==> src/rtl/ef_spi_target_if.sv <==
// ef_spi_target_if: register-side bus of the SPI target.
// Carries the FIFO access strobes, FIFO configuration, levels and status pulses.
// The master modport is the bus wrapper; the slave modport is the SPI target.
interface ef_spi_target_if #(
  parameter int FAW = 4
);
  logic           wr;
  logic [7:0]     datai;
  logic           rd;
  logic [7:0]     datao;
  logic           rx_en;
  logic           rx_flush;
  logic           tx_flush;
  logic [FAW-1:0] rx_threshold;
  logic [FAW-1:0] tx_threshold;
  logic [FAW:0]   rx_level;
  logic [FAW:0]   tx_level;
  logic           rx_above;
  logic           tx_below;
  logic           busy;
  logic           done;
  logic           rx_overflow;
  logic           tx_underrun;

  modport master (
    output wr, datai, rd, rx_en, rx_flush, tx_flush, rx_threshold, tx_threshold,
    input  datao, rx_level, tx_level, rx_above, tx_below, busy, done, rx_overflow, tx_underrun
  );

  modport slave (
    input  wr, datai, rd, rx_en, rx_flush, tx_flush, rx_threshold, tx_threshold,
    output datao, rx_level, tx_level, rx_above, tx_below, busy, done, rx_overflow, tx_underrun
  );
endinterface

==> src/rtl/ef_spi_target.sv <==
// ef_spi_target: SPI target that oversamples sclk/csb/mosi in the clk domain.
// MSB-first 8-bit bytes, all four CPOL/CPHA modes, RX and TX FIFOs of 2^FAW bytes.
// Build option EF_SPI_TARGET_SYNC_EN: when defined, each pin gets a 2-flop
// synchronizer before the edge register; when undefined, a single capture flop
// (only for pins already synchronous to clk).
module ef_spi_target #(
  parameter int FAW = 4
) (
  input  logic           clk,
  input  logic           rst,
  input  logic           CPOL,
  input  logic           CPHA,
  input  logic           sclk,
  input  logic           csb,
  input  logic           mosi,
  output logic           miso,
  output logic           miso_oe,
  ef_spi_target_if.slave bus
);
  localparam int             DEPTH   = 1 << FAW;
  localparam logic [FAW:0]   FULL    = {1'b1, {FAW{1'b0}}};
  localparam logic [FAW-1:0] PTR_ONE = FAW'(1);

  typedef enum logic {ST_IDLE, ST_ACTIVE} state_t;

  // ---------------------------------------------------------------- input stage
  logic [2:0] pin_sync;    // {sclk, csb, mosi} as seen by the control logic
  logic [1:0] pin_prev_q;  // {sclk, csb} one cycle older, for edge detection

`ifdef EF_SPI_TARGET_SYNC_EN
  logic [2:0] pin_s1_q, pin_s2_q;
  // Two-flop synchronizer per pin, followed by the edge register.
  // NOTE: sequential state always uses <= so every flop samples pre-edge values.
  // The pin pipeline is not reset: it keeps tracking the pins so that leaving
  // reset with csb already low does not look like a csb fall.
  always_ff @(posedge clk) begin
    pin_s1_q   <= {sclk, csb, mosi};
    pin_s2_q   <= pin_s1_q;
    pin_prev_q <= pin_s2_q[2:1];
  end
  assign pin_sync = pin_s2_q;
`else
  logic [2:0] pin_s1_q;
  // Single capture flop per pin, followed by the edge register.
  // NOTE: sequential state always uses <= so every flop samples pre-edge values.
  // The pin pipeline is not reset: it keeps tracking the pins so that leaving
  // reset with csb already low does not look like a csb fall.
  always_ff @(posedge clk) begin
    pin_s1_q   <= {sclk, csb, mosi};
    pin_prev_q <= pin_s1_q[2:1];
  end
  assign pin_sync = pin_s1_q;
`endif

  logic sclk_s, csb_s, mosi_s;
  logic csb_fall, csb_rise, sclk_edge, lead_edge, trail_edge, sample_edge, shift_edge;

  assign sclk_s      = pin_sync[2];
  assign csb_s       = pin_sync[1];
  assign mosi_s      = pin_sync[0];
  assign csb_fall    = pin_prev_q[0] & ~csb_s;
  assign csb_rise    = ~pin_prev_q[0] & csb_s;
  assign sclk_edge   = pin_prev_q[1] ^ sclk_s;
  assign lead_edge   = sclk_edge & (sclk_s != CPOL);
  assign trail_edge  = sclk_edge & (sclk_s == CPOL);
  assign sample_edge = CPHA ? trail_edge : lead_edge;
  assign shift_edge  = CPHA ? lead_edge : trail_edge;

  // ---------------------------------------------------------------- state
  state_t         state_q, state_d;
  logic [2:0]     bitcnt_q, bitcnt_d;
  logic [6:0]     rx_sr_q, rx_sr_d;  // first seven bits; the eighth comes straight from mosi
  logic [7:0]     tx_sr_q, tx_sr_d;
  logic           busy_q, busy_d;
  logic           miso_oe_q, miso_oe_d;
  logic           done_q, done_d;
  logic           rx_overflow_q, rx_overflow_d;
  logic           tx_underrun_q, tx_underrun_d;

  logic [7:0]     rx_mem_q [DEPTH];
  logic [7:0]     tx_mem_q [DEPTH];
  logic [FAW-1:0] rx_wptr_q, rx_wptr_d, rx_rptr_q, rx_rptr_d;
  logic [FAW-1:0] tx_wptr_q, tx_wptr_d, tx_rptr_q, tx_rptr_d;
  logic [FAW:0]   rx_level_q, rx_level_d, tx_level_q, tx_level_d;

  logic [7:0]     rx_byte;
  logic           rx_push, tx_pop, tx_load, tx_wr_ok, rx_rd_ok;
  logic           rx_empty, rx_full, tx_empty, tx_full;

  assign rx_empty = (rx_level_q == '0);
  assign rx_full  = (rx_level_q == FULL);
  assign tx_empty = (tx_level_q == '0);
  assign tx_full  = (tx_level_q == FULL);
  assign rx_byte  = {rx_sr_q, mosi_s};

  // Frame control: csb framing, bit counting, shift registers and TX loads.
  always_comb begin
    // NOTE: every always_comb output gets a default first so no path infers a latch.
    state_d       = state_q;
    bitcnt_d      = bitcnt_q;
    rx_sr_d       = rx_sr_q;
    tx_sr_d       = tx_sr_q;
    done_d        = 1'b0;
    rx_overflow_d = 1'b0;
    tx_underrun_d = 1'b0;
    rx_push       = 1'b0;
    tx_pop        = 1'b0;
    tx_load       = 1'b0;

    unique case (state_q)
      ST_IDLE: begin
        if (csb_fall) begin
          state_d  = ST_ACTIVE;
          bitcnt_d = '0;
          tx_load  = ~CPHA;  // CPHA=0 must present the MSB before the first edge
        end
      end
      ST_ACTIVE: begin
        if (csb_rise) begin
          state_d = ST_IDLE;
          tx_sr_d = '0;      // partial TX byte is abandoned and miso parks low
        end else begin
          if (sample_edge) begin
            rx_sr_d  = rx_byte[6:0];
            bitcnt_d = bitcnt_q + 3'd1;
            if (bitcnt_q == 3'd7) begin
              done_d = 1'b1;
              if (bus.rx_en) begin
                rx_push       = ~rx_full;
                rx_overflow_d = rx_full;
              end
            end
          end
          // bitcnt==0 on a shift edge marks a byte boundary in both phases.
          if (shift_edge) begin
            if (bitcnt_q == 3'd0) tx_load = 1'b1;
            else                  tx_sr_d = {tx_sr_q[6:0], 1'b0};
          end
        end
      end
      default: state_d = ST_IDLE;
    endcase

    if (tx_load) begin
      if (tx_empty) begin
        tx_sr_d       = 8'hFF;
        tx_underrun_d = 1'b1;
      end else begin
        tx_sr_d = tx_mem_q[tx_rptr_q];
        tx_pop  = 1'b1;
      end
    end

    busy_d    = (state_d == ST_ACTIVE);
    miso_oe_d = (state_d == ST_ACTIVE);
  end

  // FIFO pointers and levels; flush wins over any same-cycle push or pop.
  always_comb begin
    tx_wr_ok = bus.wr & ~tx_full;
    rx_rd_ok = bus.rd & ~rx_empty;

    rx_wptr_d  = rx_wptr_q + (rx_push ? PTR_ONE : '0);
    rx_rptr_d  = rx_rptr_q + (rx_rd_ok ? PTR_ONE : '0);
    rx_level_d = rx_level_q + (FAW+1)'(rx_push) - (FAW+1)'(rx_rd_ok);
    if (bus.rx_flush) begin
      rx_wptr_d  = '0;
      rx_rptr_d  = '0;
      rx_level_d = '0;
    end

    tx_wptr_d  = tx_wptr_q + (tx_wr_ok ? PTR_ONE : '0);
    tx_rptr_d  = tx_rptr_q + (tx_pop ? PTR_ONE : '0);
    tx_level_d = tx_level_q + (FAW+1)'(tx_wr_ok) - (FAW+1)'(tx_pop);
    if (bus.tx_flush) begin
      tx_wptr_d  = '0;
      tx_rptr_d  = '0;
      tx_level_d = '0;
    end
  end

  // Control and FIFO bookkeeping registers with synchronous reset.
  always_ff @(posedge clk) begin
    if (rst) begin
      state_q       <= ST_IDLE;
      bitcnt_q      <= '0;
      rx_sr_q       <= '0;
      tx_sr_q       <= '0;
      busy_q        <= 1'b0;
      miso_oe_q     <= 1'b0;
      done_q        <= 1'b0;
      rx_overflow_q <= 1'b0;
      tx_underrun_q <= 1'b0;
      rx_wptr_q     <= '0;
      rx_rptr_q     <= '0;
      rx_level_q    <= '0;
      tx_wptr_q     <= '0;
      tx_rptr_q     <= '0;
      tx_level_q    <= '0;
    end else begin
      state_q       <= state_d;
      bitcnt_q      <= bitcnt_d;
      rx_sr_q       <= rx_sr_d;
      tx_sr_q       <= tx_sr_d;
      busy_q        <= busy_d;
      miso_oe_q     <= miso_oe_d;
      done_q        <= done_d;
      rx_overflow_q <= rx_overflow_d;
      tx_underrun_q <= tx_underrun_d;
      rx_wptr_q     <= rx_wptr_d;
      rx_rptr_q     <= rx_rptr_d;
      rx_level_q    <= rx_level_d;
      tx_wptr_q     <= tx_wptr_d;
      tx_rptr_q     <= tx_rptr_d;
      tx_level_q    <= tx_level_d;
    end
  end

  // FIFO storage writes.
  // NOTE: the storage arrays are not reset; the zeroed levels make stale contents unreachable.
  always_ff @(posedge clk) begin
    if (rx_push && !bus.rx_flush)  rx_mem_q[rx_wptr_q] <= rx_byte;
    if (tx_wr_ok && !bus.tx_flush) tx_mem_q[tx_wptr_q] <= bus.datai;
  end

  assign miso            = tx_sr_q[7];
  assign miso_oe         = miso_oe_q;
  assign bus.busy        = busy_q;
  assign bus.done        = done_q;
  assign bus.rx_overflow = rx_overflow_q;
  assign bus.tx_underrun = tx_underrun_q;
  assign bus.rx_level    = rx_level_q;
  assign bus.tx_level    = tx_level_q;
  assign bus.datao       = rx_empty ? 8'h00 : rx_mem_q[rx_rptr_q];
  assign bus.rx_above    = (rx_level_q > {1'b0, bus.rx_threshold});
  assign bus.tx_below    = (tx_level_q < {1'b0, bus.tx_threshold});
endmodule

==> src/flat_wrapper.sv <==
// flat-port wrapper written by rule: the top's interface ports become plain ports
module ef_spi_target_flat 
#(
  parameter int FAW = 4
)
  (clk, rst, CPOL, CPHA, sclk, csb, mosi, miso, miso_oe, bus_wr, bus_datai, bus_rd, bus_rx_en, bus_rx_flush, bus_tx_flush, bus_rx_threshold, bus_tx_threshold, bus_datao, bus_rx_level, bus_tx_level, bus_rx_above, bus_tx_below, bus_busy, bus_done, bus_rx_overflow, bus_tx_underrun);
  ef_spi_target_if #(.FAW(FAW)) bus_i ();
  input  logic clk;
  input  logic rst;
  input  logic CPOL;
  input  logic CPHA;
  input  logic sclk;
  input  logic csb;
  input  logic mosi;
  output logic miso;
  output logic miso_oe;
  input wire logic [$bits(bus_i.wr)-1:0] bus_wr;
  input wire logic [$bits(bus_i.datai)-1:0] bus_datai;
  input wire logic [$bits(bus_i.rd)-1:0] bus_rd;
  input wire logic [$bits(bus_i.rx_en)-1:0] bus_rx_en;
  input wire logic [$bits(bus_i.rx_flush)-1:0] bus_rx_flush;
  input wire logic [$bits(bus_i.tx_flush)-1:0] bus_tx_flush;
  input wire logic [$bits(bus_i.rx_threshold)-1:0] bus_rx_threshold;
  input wire logic [$bits(bus_i.tx_threshold)-1:0] bus_tx_threshold;
  output wire logic [$bits(bus_i.datao)-1:0] bus_datao;
  output wire logic [$bits(bus_i.rx_level)-1:0] bus_rx_level;
  output wire logic [$bits(bus_i.tx_level)-1:0] bus_tx_level;
  output wire logic [$bits(bus_i.rx_above)-1:0] bus_rx_above;
  output wire logic [$bits(bus_i.tx_below)-1:0] bus_tx_below;
  output wire logic [$bits(bus_i.busy)-1:0] bus_busy;
  output wire logic [$bits(bus_i.done)-1:0] bus_done;
  output wire logic [$bits(bus_i.rx_overflow)-1:0] bus_rx_overflow;
  output wire logic [$bits(bus_i.tx_underrun)-1:0] bus_tx_underrun;
  assign bus_i.wr = bus_wr;
  assign bus_i.datai = bus_datai;
  assign bus_i.rd = bus_rd;
  assign bus_i.rx_en = bus_rx_en;
  assign bus_i.rx_flush = bus_rx_flush;
  assign bus_i.tx_flush = bus_tx_flush;
  assign bus_i.rx_threshold = bus_rx_threshold;
  assign bus_i.tx_threshold = bus_tx_threshold;
  assign bus_datao = bus_i.datao;
  assign bus_rx_level = bus_i.rx_level;
  assign bus_tx_level = bus_i.tx_level;
  assign bus_rx_above = bus_i.rx_above;
  assign bus_tx_below = bus_i.tx_below;
  assign bus_busy = bus_i.busy;
  assign bus_done = bus_i.done;
  assign bus_rx_overflow = bus_i.rx_overflow;
  assign bus_tx_underrun = bus_i.tx_underrun;
  ef_spi_target #(.FAW(FAW)) u_core (.clk(clk), .rst(rst), .CPOL(CPOL), .CPHA(CPHA), .sclk(sclk), .csb(csb), .mosi(mosi), .miso(miso), .miso_oe(miso_oe), .bus(bus_i));
endmodule
==> config.mk <==
export PLATFORM = sky130hd
export DESIGN_NAME = ef_spi_target_flat
export DESIGN_NICKNAME = d
export VERILOG_FILES = /design/src/rtl/ef_spi_target_if.sv /design/src/rtl/ef_spi_target.sv /design/src/flat_wrapper.sv
export SDC_FILE = /design/constraint.sdc
export NUM_CORES = 1
export LEC_CHECK = 0
export CORE_AREA = 4 4 178 180
export DETAILED_ROUTE_END_ITERATION = 8
export DIE_AREA = 0 0 182 184
export GPL_TIMING_DRIVEN = 0
export PLACE_DENSITY = 0.59
export SYNTH_ARGS = -nofsm -noshare
export SYNTH_HDL_FRONTEND = slang
export SYNTH_SLANG_ARGS = --single-unit
==> constraint.sdc <==
create_clock -name clk -period 4.9 [get_ports clk]
set_input_delay 0.98 -clock clk [delete_from_list [all_inputs] [get_ports clk]]
set_output_delay 0.98 -clock clk [all_outputs]
set_load 0.05 [all_outputs]
### Word-level counts from Yosys, hierarchy flattened

Memory sizes are Yosys's and may differ from the RTL's. A register that Yosys moved wholly into a read port is not among the register bits.
Cells that the tools add are included.

| word-level totals | value |
|---|---|
| bits in writable memories | 256 |
| memories kept | 2 |
| register bits | 53 |
| input bits | 28 |
| logic and storage cells | 113 |

| operators by class | value |
|---|---|
| muxes and demuxes | 40 |
| equality and inequality tests | 9 |
| order comparisons | 2 |
| bitwise gates (word level) | 19 |
| $add $sub $neg | 9 |
| reductions and logical operators | 17 |

Memory list:

| name | depth | width | rd ports | clocked after Yosys merged registers in | write ports | line | source |
|---|---|---|---|---|---|---|---|
| u_core.rx_mem_q | 16 | 8 | 1 | 1 | 1 | ef_spi_target.sv:80 | `logic [7:0] rx_mem_q [DEPTH];` |
| u_core.tx_mem_q | 16 | 8 | 1 | 1 | 1 | ef_spi_target.sv:81 | `logic [7:0] tx_mem_q [DEPTH];` |

Operators with widths:

| kind | count |
|---|---|
| $mux W8 | 7 |
| $mux W1 | 25 |
| $add A4 B4 Y4 | 4 |
| $not A1 Y1 | 12 |
| $add A5 B1 Y5 | 2 |
| $eq A5 B5 Y1 const B | 2 |
| $logic_not A5 Y1 | 2 |
| $sub A5 B1 Y5 | 2 |
| $mux W3 | 3 |
| $reduce_and A3 Y1 | 3 |
| $mux W4 | 2 |
| $and A1 B1 Y1 | 6 |
| $pmux W3 S2 | 1 |
| $reduce_or A2 Y1 | 3 |
| $reduce_or A6 Y1 | 1 |
| $gt A5 B4 Y1 | 1 |
| $lt A5 B4 Y1 | 1 |
| $ne A2 B1 Y1 const B | 2 |
| $pmux W1 S2 | 2 |
| $reduce_or A4 Y1 | 1 |
| $add A3 B1 Y3 const B | 1 |
| $eq A3 B3 Y1 const B | 1 |
| $logic_not A3 Y1 | 1 |
| $ne A3 B1 Y1 const B | 1 |
| other kinds (8) | 10 |

### Depth between registers and ports, before layout

| logic depth | value |
|---|---|
| depth in word-level cells | 10 |
| depth in mapped cells | 16 |

### Worst setup path before layout

No wires, ideal clock.

| path | value |
|---|---|
| kind | input-to-output |
| start | in bus_tx_threshold[1] |
| end | out bus_tx_below |
| stages on the path | 6 |
| path slack | 1139 ps |
| arrival time | 2781 ps |
| cell sequence | inv_1 ha_1 a21boi_0 o21ai_0 nand2b_1 a211oi_1 |

| between the ends | value |
|---|---|
| cells in the longest elaborated chain, start to end | 1 |

RTL lines:

| item | line | source |
|---|---|---|
| start, declared | flat_wrapper.sv:24 | `input wire logic [$bits(bus_i.tx_threshold)-1:0] bus_tx_threshold;` |
| $lt A5 B4 Y1 | ef_spi_target.sv:236 | `assign bus.tx_below = (tx_level_q < {1'b0, bus.tx_threshold});` |
| end, declared | flat_wrapper.sv:29 | `output wire logic [$bits(bus_i.tx_below)-1:0] bus_tx_below;` |

Every way passes these cells.

==> impl_metrics.json <==
{
  "setup_tns_ns": 0,
  "synth-seq-area-share": 0.699,
  "die_area_um2": 33500,
  "grt_pass1_wl_um": 39200,
  "skew_ns": 0.0218,
  "dr.pass1.iters": 4,
  "rsz0062_at_grt": "false",
  "synthDistinctLibCells": 48,
  "grt_start_max_net_pins": 19,
  "viasPerCell": 5.18,
  "cts_buffers": 34,
  "grt_antenna_before_repair": 0,
  "arrival_ns": 3.49,
  "synth_enable_flop_cells": 256,
  "path_clk_slew_ns": 0.06,
  "drc": 0,
  "synth_nets": 790,
  "insertion_delay_ns": 0.51,
  "synthArstFlopShare": 0,
  "synth_area_leaders": "edfxtp_1 (61%), mux4_2 (13%), dfxtp_1 (8.5%)",
  "routed_wl_um": 25000,
  "startpoint_type": "flop",
  "drtIter0Drc": 491,
  "hp-class": "reg2reg",
  "syn_area_um2": 12500,
  "cts_tree": "done",
  "cts_resized": 0,
  "drive_gt1_frac": 0.174,
  "period_minus_slack_ns": 4.47,
  "die_h_um": 184,
  "cts_hold_buf": 0,
  "setup_violations": 0,
  "io_buffers": 53,
  "htreeDepth": 2,
  "synth_warnings": 0,
  "grt-ovfl-total": 0,
  "p_per_area_nw_per_um2": 432,
  "worst_pin_slew_ns": 1.19,
  "core_area_um2": 30200,
  "finalHoldViolCount": 0,
  "max_slew_margin": 0.203,
  "top_usage_layer": "met2",
  "synthCells": 730,
  "fin_ws_ns": 0.432,
  "yosys_most_used_dff": "edfxtp_1",
  "post_cts_buffers": 0,
  "dp_slack_ns": 0.520,
  "yosysTopAreaCellShare": 0.615,
  "status": "completed",
  "ys_ff_latch": 309,
  "syn_avg_cell_area_um2": 17.1,
  "gp_congestion": 0.785,
  "fin_util": 0.485,
  "gr-usage-met1": 0.190,
  "grt_util_met3": 0.0281,
  "power_leakage_nw": 4.74,
  "hold_path_depth": 0,
  "cts_num_sinks": 309,
  "wl_per_cell_um": 20.2,
  "grt_pass1_vias": 6735,
  "areaGrowthSynthToFinish_pct": 17.0,
  "finalNetCount": 881,
  "io_pins": 54,
  "finalCritPeriodShare": 0.912,
  "gr-usage-all-layers": 0.152,
  "rows": 64,
  "antenna_left": 0,
  "yosysTopAreaCell": "edfxtp_1",
  "ir_drop_mv": 0.310,
  "die_x_um": 182,
  "endpoint_kind": "primary output",
  "reg2reg_depth": 16,
  "cp_data_required_time_ns": 3.92,
  "initial_core_util": 0.414,
  "vias": 6422,
  "hpwl_um": 17000,
  "cts_buffer_depth": 3,
  "criticalPathCategory": "reg2out",
  "fmax_ghz": 0.224,
  "slew_violations": 0,
  "cap_violations": 0,
  "worstPathMaxFanout": 10,
  "cts_root_buf": "clkbuf_16",
  "use_met2": 0.274,
  "power.total_mw": 6.33,
  "n_antenna_cell": 0
}
worst max-delay path, cell delays in order (launching register included):
cell and delay, ns:
dfxtp_1 0.33, clkbuf_1 0.27, clkbuf_1 0.61, mux4_2 0.44, mux4_2 0.49, nor2b_1 0.14
clkdlybuf4s50_1 0.69
metal layers:
metal,up-vias,routed length (um)
met5,-,0
met4,0,482
met3,31,934
met2,119,13100
met1,3256,10500
li1,3016,-
cells in the mapped netlist (3+ instances only):
| master | number |
|---|---|
| a21oi_1 | 33 |
| a22oi_1 | 14 |
| and2_1 | 12 |
| buf_2 | 7 |
| buf_6 | 3 |
| clkbuf_1 | 21 |
| dfxtp_1 | 53 |
| edfxtp_1 | 256 |
| ha_1 | 30 |
| inv_1 | 29 |
| mux4_2 | 72 |
| nand2_1 | 41 |
| nand2b_1 | 9 |
| nand3_1 | 11 |
| nand3b_1 | 5 |
| nand4b_1 | 3 |
| nor2_1 | 45 |
| nor2b_1 | 12 |
| nor3_1 | 10 |
| o21ai_0 | 6 |
| o22ai_1 | 7 |
| or2_2 | 3 |
| or3_1 | 3 |
| xnor2_1 | 7 |
| xor2_1 | 7 |
sequential cells by signal (all words and copies together) (netlist names), 3 cells and up:
signal               cells
u_core.rx_mem_q        128
u_core.tx_mem_q        128
u_core.tx_sr_q           8
u_core.rx_sr_q           7
u_core.bus.rx_level      5
u_core.bus.tx_level      5
u_core.rx_rptr_q         4
u_core.rx_wptr_q         4
u_core.tx_rptr_q         4
u_core.tx_wptr_q         4
u_core.bitcnt_q          3
u_core.pin_s1_q          3
power by group:
part | internal (mW) | switching [mW] | total, mW
sequential | 2.86 | 0.0371 | 2.90
clock | 1.42 | 0.987 | 2.41
combinational | 0.391 | 0.629 | 1.02
total | 4.67 | 1.65 | 6.33
kinds of logic (layout without fill, tap and decap cells):
logic type / Yosys count / in the layout / share of synthesized area
AO/OA/AOI/OAI: 70 / 70 / 0.0352
XOR/XNOR: 14 / 14 / 0.00980
adder cells (fa/ha/maj): 33 / 33 / 0.0340
buffers and inverters: 63 / 177 / 0.0217
flip-flops: 309 / 309 / 0.699
multiplexers: 75 / 75 / 0.132
AND/OR/NAND/NOR: 166 / 166 / 0.0678
final timing paths:
| path | slack [ns] | to | start |
|---|---|---|---|
| hold / removal | 0.40 | u_core.pin_prev_q[1] | u_core.pin_s1_q[2] |
| setup / recovery | 0.43 | bus_datao[1] | u_core.rx_rptr_q[1] |
| hold reg to reg | 0.40 | u_core.pin_prev_q[1] | u_core.pin_s1_q[2] |
| setup reg to reg | 1.51 | u_core.bus.tx_level[4] | u_core.bus.tx_level[3] |
final cells by class:
cell class	count	area, um2
Inverter	29	109
Sequential cell	309	8750
Tap cell	396	495
Multi-Input combinational cell	358	3520
Clock inverter	15	149
Timing Repair Buffer	55	546
Fill cell	2533	15500
Clock buffer	44	910
Buffer	34	163
cells in the final DEF, fill, tap and decap left out, types with 3 or more instances in the layout:
cell type        instances
nand3_1                 11
xor2_1                   7
or2_2                    3
mux4_2                  72
xnor2_1                  7
a21oi_1                 33
o21ai_0                  6
clkdlybuf4s50_1         53
nor3_2                   5
clkbuf_1                30
ha_1                    30
clkinv_2                 6
and2_1                  12
nand2b_1                 9
buf_2                    7
nand3b_1                 5
nor3_1                   5
inv_1                   29
nor2b_1                 12
buf_6                    3
clkbuf_16               35
o22ai_1                  7
clkinv_1                 3
nor2_1                  45
dfxtp_1                 53
or3_1                    3
a22oi_1                 14
edfxtp_1               256
nand4b_1                 3
nand2_1                 41
per-stage QoR:
step | hold WS [ns] | std cells | instance area (um2)
5_1_grt | 0.416 | 1240 | 14600
2_1_floorplan | 0.367 | 730 | 12500
4_1_cts | 0.398 | 1239 | 14600
3_5_place_dp | 0.395 | 1180 | 13600
3_3_place_gp | 0.383 | 1179 | 13500
6_report | 0.398 | 1240 | 14600
Power figures use the tool's default switching activity.
